===== src/rtl/lake_config_loader.sv =====
// Config loader for lakespec: addr/data writes build a shadow config word; a commit copies it to
// cfg_out, holds flush for FLUSH_CYCLES, then raises cfg_valid. Optional readback: CFG_READBACK_EN.
module lake_config_loader #(
    parameter int CFG_WIDTH    = 550,
    parameter int WORD_WIDTH   = 32,
    parameter int ADDR_WIDTH   = 32,
    parameter int FLUSH_CYCLES = 10
) (
    input  logic                  clk,
    input  logic                  rst_n,
    input  logic [ADDR_WIDTH-1:0] config_addr,
    input  logic [WORD_WIDTH-1:0] config_data,
    input  logic                  config_write,
    input  logic                  config_read,
    output logic                  config_ready,
    output logic [WORD_WIDTH-1:0] config_rd_data,
    output logic                  config_rd_valid,
    output logic [CFG_WIDTH-1:0]  cfg_out,
    output logic                  cfg_valid,
    output logic                  flush,
    output logic                  cfg_err
);

    localparam int NUM_WORDS = (CFG_WIDTH + WORD_WIDTH - 1) / WORD_WIDTH;
    localparam int CTRL_ADDR = NUM_WORDS;
    localparam int LAST_W    = CFG_WIDTH - (NUM_WORDS - 1) * WORD_WIDTH;
    localparam int IDX_W     = (NUM_WORDS > 1) ? $clog2(NUM_WORDS) : 1;
    localparam int CNT_W     = $clog2(FLUSH_CYCLES + 1);

    typedef enum logic [1:0] {
        IDLE  = 2'd0,
        LOAD  = 2'd1,
        FLUSH = 2'd2,
        RUN   = 2'd3
    } state_t;

    state_t                 state;
    state_t                 state_next;
    logic [CFG_WIDTH-1:0]   shadow;
    logic [NUM_WORDS-1:0]   mask;
    logic [CNT_W-1:0]       cnt;
    logic [CNT_W-1:0]       cnt_next;
    logic [IDX_W-1:0]       widx;
    logic                   wr_acc;
    logic                   wr_word;
    logic                   wr_ctrl;
    logic                   wr_range_err;
    logic                   commit_req;
    logic                   mask_full;
    logic                   commit;
    logic                   rd_err;
    logic                   err_set;

    // Address decode; only the low index bits select a word once range is known.
    assign widx         = config_addr[IDX_W-1:0];
    assign wr_acc       = config_write && config_ready;
    assign wr_word      = wr_acc && (config_addr <  ADDR_WIDTH'(NUM_WORDS));
    assign wr_ctrl      = wr_acc && (config_addr == ADDR_WIDTH'(CTRL_ADDR));
    assign wr_range_err = wr_acc && (config_addr >  ADDR_WIDTH'(CTRL_ADDR));
    assign commit_req   = wr_ctrl && config_data[0];
    assign mask_full    = &mask;
    assign commit       = commit_req && mask_full;
    assign cnt_next     = cnt + CNT_W'(1);

    assign err_set = (config_write && !config_ready)
                   || rd_err
                   || wr_range_err
                   || (commit_req && !mask_full);

    // State register
    always_ff @(posedge clk) begin
        if (!rst_n) begin
            state <= IDLE;
        end else begin
            state <= state_next;
        end
    end

    // Next-state logic
    always_comb begin
        state_next = state;
        case (state)
            IDLE: begin
                if (wr_word) begin
                    state_next = LOAD;
                end
            end
            LOAD, RUN: begin
                if (commit) begin
                    state_next = FLUSH;
                end
            end
            FLUSH: begin
                if (cnt_next == CNT_W'(FLUSH_CYCLES)) begin
                    state_next = RUN;
                end
            end
            default: state_next = IDLE;
        endcase
    end

    // Moore outputs
    always_comb begin
        flush        = 1'b0;
        cfg_valid    = 1'b0;
        config_ready = 1'b1;
        case (state)
            FLUSH: begin
                flush        = 1'b1;
                config_ready = 1'b0;
            end
            RUN:     cfg_valid = 1'b1;
            default: ;
        endcase
    end

    // Shadow/active datapath, flush counter and sticky error
    always_ff @(posedge clk) begin
        if (!rst_n) begin
            shadow  <= '0;
            cfg_out <= '0;
            mask    <= '0;
            cnt     <= '0;
            cfg_err <= 1'b0;
        end else begin
            if (commit) begin
                cfg_out <= shadow;
                mask    <= '0;
                cnt     <= '0;
            end else if (wr_word) begin
                for (int i = 0; i < NUM_WORDS - 1; i++) begin
                    if (widx == IDX_W'(i)) begin
                        shadow[i*WORD_WIDTH +: WORD_WIDTH] <= config_data;
                    end
                end
                // The top word is partial; bits above CFG_WIDTH are discarded.
                if (widx == IDX_W'(NUM_WORDS - 1)) begin
                    shadow[CFG_WIDTH-1 -: LAST_W] <= config_data[LAST_W-1:0];
                end
                mask <= mask | (NUM_WORDS'(1) << widx);
            end
            if (state == FLUSH) begin
                cnt <= cnt_next;
            end
            if (err_set) begin
                cfg_err <= 1'b1;
            end
        end
    end

`ifdef CFG_READBACK_EN
    logic                  rd_acc;
    logic [WORD_WIDTH-1:0] rd_word;

    assign rd_acc = config_read && config_ready;
    assign rd_err = config_read && !config_ready;

    // Reads sample the current shadow, so a same-cycle write is not visible yet.
    always_comb begin
        rd_word = '0;
        if (config_addr < ADDR_WIDTH'(NUM_WORDS)) begin
            for (int i = 0; i < NUM_WORDS - 1; i++) begin
                if (widx == IDX_W'(i)) begin
                    rd_word = shadow[i*WORD_WIDTH +: WORD_WIDTH];
                end
            end
            if (widx == IDX_W'(NUM_WORDS - 1)) begin
                rd_word = WORD_WIDTH'(shadow[CFG_WIDTH-1 -: LAST_W]);
            end
        end else if (config_addr == ADDR_WIDTH'(CTRL_ADDR)) begin
            rd_word = WORD_WIDTH'({cfg_valid, cfg_err});
        end
    end

    always_ff @(posedge clk) begin
        if (!rst_n) begin
            config_rd_data  <= '0;
            config_rd_valid <= 1'b0;
        end else begin
            config_rd_valid <= rd_acc;
            config_rd_data  <= rd_acc ? rd_word : '0;
        end
    end
`else
    logic unused_read;

    assign unused_read     = config_read;
    assign rd_err          = 1'b0;
    assign config_rd_data  = '0;
    assign config_rd_valid = 1'b0;
`endif

endmodule


===== config.mk =====
export PLATFORM = sky130hd
export DESIGN_NAME = lake_config_loader
export DESIGN_NICKNAME = d
export VERILOG_FILES = /design/src/rtl/lake_config_loader.sv
export SDC_FILE = /design/constraint.sdc
export NUM_CORES = 2
export LEC_CHECK = 0
export ABC_AREA = 1
export BUFFER_PORTS_ARGS = -buffer_cell sky130_fd_sc_hd__buf_4
export CORE_ASPECT_RATIO = 1.2
export CORE_UTILIZATION = 48
export CTS_BUF_LIST = sky130_fd_sc_hd__clkbuf_16
export CTS_CLUSTER_DIAMETER = 100
export DETAILED_ROUTE_END_ITERATION = 8
export PLACE_DENSITY = 0.74
export SLEW_MARGIN = 20
export SYNTH_ARGS = -nofsm -noshare
export SYNTH_HDL_FRONTEND = slang
export SYNTH_SLANG_ARGS = --single-unit

===== constraint.sdc =====
create_clock -name clk -period 1.68 [get_ports clk]
set_input_delay 0.084 -clock clk [delete_from_list [all_inputs] [get_ports clk]]
set_output_delay 0.084 -clock clk [all_outputs]
set_load 0.01 [all_outputs]

==> run_results.csv <==
group,metric,value,unit
routing,drt-total-wl,161,mm
timing,setup_repair_after_global_routing_missed_its_margin,"true",
placement,finalWeightedCongestion,0.864,
global_routing,number_of_global_route_vias_before_repair,39400,
global_routing,grtUsageTotal,32.0,%
setup_path,worstSetupStartpointType,"register",
pwr,irDropWorstVdd,0.899,mV
timing,finalHoldViolCount,0,
clock_network,cts_made_buffers,106,
final_layout,fillCellCount,7963,
routing,detailedRoute.firstPassIterationCount,6,
hold_path,hp-class,"in -> reg",
synth,netlist.area_leader.share,50.2,%
clock_network,worst_setup_hold_path_clk_slew,60,ps
timing,achievable_clock_frequency,0.530,GHz
clock_network,ctsLongestPathBuffers,3,
global_routing,grt_antenna_before_repair,3,
synth,yosysTopAreaCell,"dfxtp_1",
placement,placedCellCount,7869,
synth,syn-instance-count,6318,
setup_path,cp_max_fo,16,
setup_path,timing_worst_setup_path_type,"reg -> reg",
setup_path,endpoint,"cfg_out[547]",
timing,setup_slack,-208,ps
timing,skew,23.4,ps
clock_network,worst_skew_late_latency,690,ps
flow_run,max-cap-violations,0,
final_layout,syn2layout_area_growth,26.8,%
setup_path,worstPathArrival,2450,ps
final_layout,instances_no_fill,8145,
timing,max_slew.worst_pin.slew,658,ps
synth,synth_area_per_inst,7.11,µm²
setup_path,critical-path-top-delay-family,"simple AND/OR/NAND/NOR gates",
synth,yosys_register_bits,1125,
pwr,power.switching,12300,µW
setup_path,crit_cells,10,
die,initial_utilization,48.5,%
clock_network,tritoncts,"done",
routing,total_number_of_vias,44100,
setup_path,cp.required,2240,ps
setup_path,cp-startpoint,"mask[11]",
outcome,violations,"negative setup slack",
setup_path,critPathSlowestCell,"dfxtp_2",
die,fp.dieH,337,µm
pwr,p_per_area,915,nW/µm²
die,die-area,94800,µm²
final_layout,layout-drive-gt1-share,18.1,%
final_layout,mostFrequentLayoutCell,"nand2_1",
timing,period_needed,1890,ps
pwr,switching_share,23.5,%
setup_path,crit_top_cell,"nor2_1",
final_layout,finish.net_count,6884,
die,site_row_count,122,
routing,drc,0,
global_routing,grt_overflow,0,
synth,syn-cell-area,44900,µm²
setup_path,critical_path.max_stage_delay,350,ps
timing,slew_violations,0,
final_layout,finish.utilization,61.6,%
pwr,p_int,39900,µW
pwr,totalPowerFinal,52100,µW
clock_network,buffer_cell_driving_the_clock_tree_root,"clkbuf_16",
placement,dp_hpwl,94.1,mm
pwr,p_leak,0.0271,µW
synth,synthDistinctLibCells,28,
clock_network,cts.sinks,1125,
die,count_of_boundary_i_o_pins,655,
clock_network,clock_tree.htree_level_count,3,
synth,synth_sequential_area_ratio,50.2,%
setup_path,crit_path_cell_trace,"nand2_2, nor2_2, nand3_1, nor2_1, buf_4, nand3_4, buf_12, bufbuf_16, nor2_1, nor2_1",
pwr,comb_power_share,4.0,%
routing,antenna_violating_nets_post_route,0,
setup_path,r2r_end,"cfg_out[547]",
timing,setup_viol_count_final,579,
setup_path,endpoint_kind,"register",
setup_path,r2r_slack,-210,ps
timing,finalCritPeriodShare,112,%
timing,finalSetupTns,-73820,ps
global_routing,grt_first_pass_wirelength,234,mm
synth,yosys_warnings,0,
outcome,run_status,"finished, violations left",
pwr,clkPwrFrac,44.9,%
final_layout,fin_area,56900,µm²
setup_path,worst-path-buf-inv,3,
setup_path,r2r_cells,10,
synth,ys_top_cells_by_area,"dfxtp_1 (50%), nand2_1 (14%), nor2_1 (9.5%)",
routing,post_drt_via_cell_ratio,5.42,
die,die_x_extent,281,µm
routing,wire_length_per_cell_after_detailed_routing,19.8,µm
placement,dpl_cell_area,51500,µm²
global_routing,grt_max_degree,106,
final_layout,layout_common_cells,"nand2_1 (1666), dfxtp_1 (1110), nor2_1 (1017), buf_4 (752), inv_1 (577)",
routing,drtIter0Drc,5486,
die,core_region_area,92500,µm²
timing,slew_headroom,56.1,%
pwr,seq_power_share,51.2,%
setup_path,r2r-start,"mask[11]",
placement,port_buffers,620,
## how the worst min path moves through the flow
stage                              start    endpoint  slack, ps  cells after the start
after floorplan             config_write     cfg_err        290                      4
after CTS                 config_addr[4]  shadow[59]         20                      5
after detailed placement           rst_n  cfg_out[0]        390                      3
after global routing      config_addr[4]    mask[13]         60                      5
final                     config_addr[4]    mask[13]         60                      5
after global placement             rst_n  cfg_out[0]        390                      3
## cells in the mapped netlist
master    instances
and3_1            1
or2_2             2
nor2_8            1
buf_6            18
nand2_4           1
ha_1              2
conb_1            1
dfxtp_1        1125
clkbuf_1        272
buf_4            38
nand3_1          29
nand2_2           1
o21ai_0          19
inv_1           564
buf_2           237
nand3_2           4
nor4_2            2
nor2_2            2
a21oi_1         574
nor2_1         1139
nand2_1        1705
nand3b_1          1
xnor2_1           2
inv_2             5
buf_1            12
nor3_1            3
nor3_2            7
nand4_1         551
## tightest hold or removal path, cell delays in order
cell	delay (ps)
buf_4	110
buf_12	190
nor3_4	90
o21ai_0	150
a21oi_1	60
## cell type report
type / instances / area [µm²] / share of cell area [%]
flip-flops and latches: 1125 / 22500 / 39.6
clock inverters: 89 / 632 / 1.11
clock buffers: 108 / 2700 / 4.75
diodes: 2 / 5.00 / 0.00879
repair buffers: 933 / 9170 / 16.1
multi-input cells: 4079 / 18200 / 31.9
inverters: 569 / 2150 / 3.78
well taps: 1240 / 1550 / 2.72
## registers in the layout (all words and copies together) (netlist names)
name     count
shadow     550
cfg_out    550
state        2
cfg_err      1
cnt          4
mask        18
## power groups by stage
stage	sequential [µW]	combinational [µW]	clock, µW
after floorplan	27300	926	0
after global placement	27300	1900	0
after detailed placement	27300	1900	0
after CTS	26700	1980	23500
after global routing	26700	2080	24600
final	26700	2060	23400
## layer usage
| layer | vias up | global-route usage [%] | wire [µm] |
|---|---|---|---|
| li1 | 20800 | - | - |
| met1 | 20500 | 42.3 | 64300 |
| met2 | 2394 | 49.0 | 71700 |
| met3 | 468 | 5.25 | 15400 |
| met4 | 4 | 19.3 | 10000 |
| met5 | - | 0 | 23 |
## cells by family (layout without fill, tap and decap cells)
group / after synthesis / in the layout / share of synthesized area [%]
and+or+nand+nor: 3449 / 3449 / 32.3
buffers and inverters: 1146 / 1699 / 10.9
DFF: 1125 / 1125 / 50.2
AOI/OAI and AO/OA: 593 / 593 / 6.61
adders and majority gates: 2 / 2 / 0.0557
xor gates and xnor gates: 2 / 2 / 0.0390
other: 1 / 35 / 0.00835
## timing repair
| action | CTS | global route |
|---|---|---|
| endpoints found under the setup margin | 572 | 1095 |
| setup buffers | 4 | 0 |
| hold endpoints to repair | 679 | 0 |
| hold buffers | 37 | 0 |
| cloned | 19 | 18 |
| gates resized for setup | 128 | 115 |
| pin swaps | 7 | 9 |
## through the flow
| stage | worst slack, ps | hold slack, ps |
|---|---|---|
| 2_1_floorplan | 13.4 | 295 |
| 3_3_place_gp | -648 | 390 |
| 3_5_place_dp | -603 | 391 |
| 4_1_cts | -166 | 23.7 |
| 5_1_grt | -288 | 56.9 |
| 6_report | -208 | 57.7 |
No activity file was read; power rests on OpenSTA's default activity.
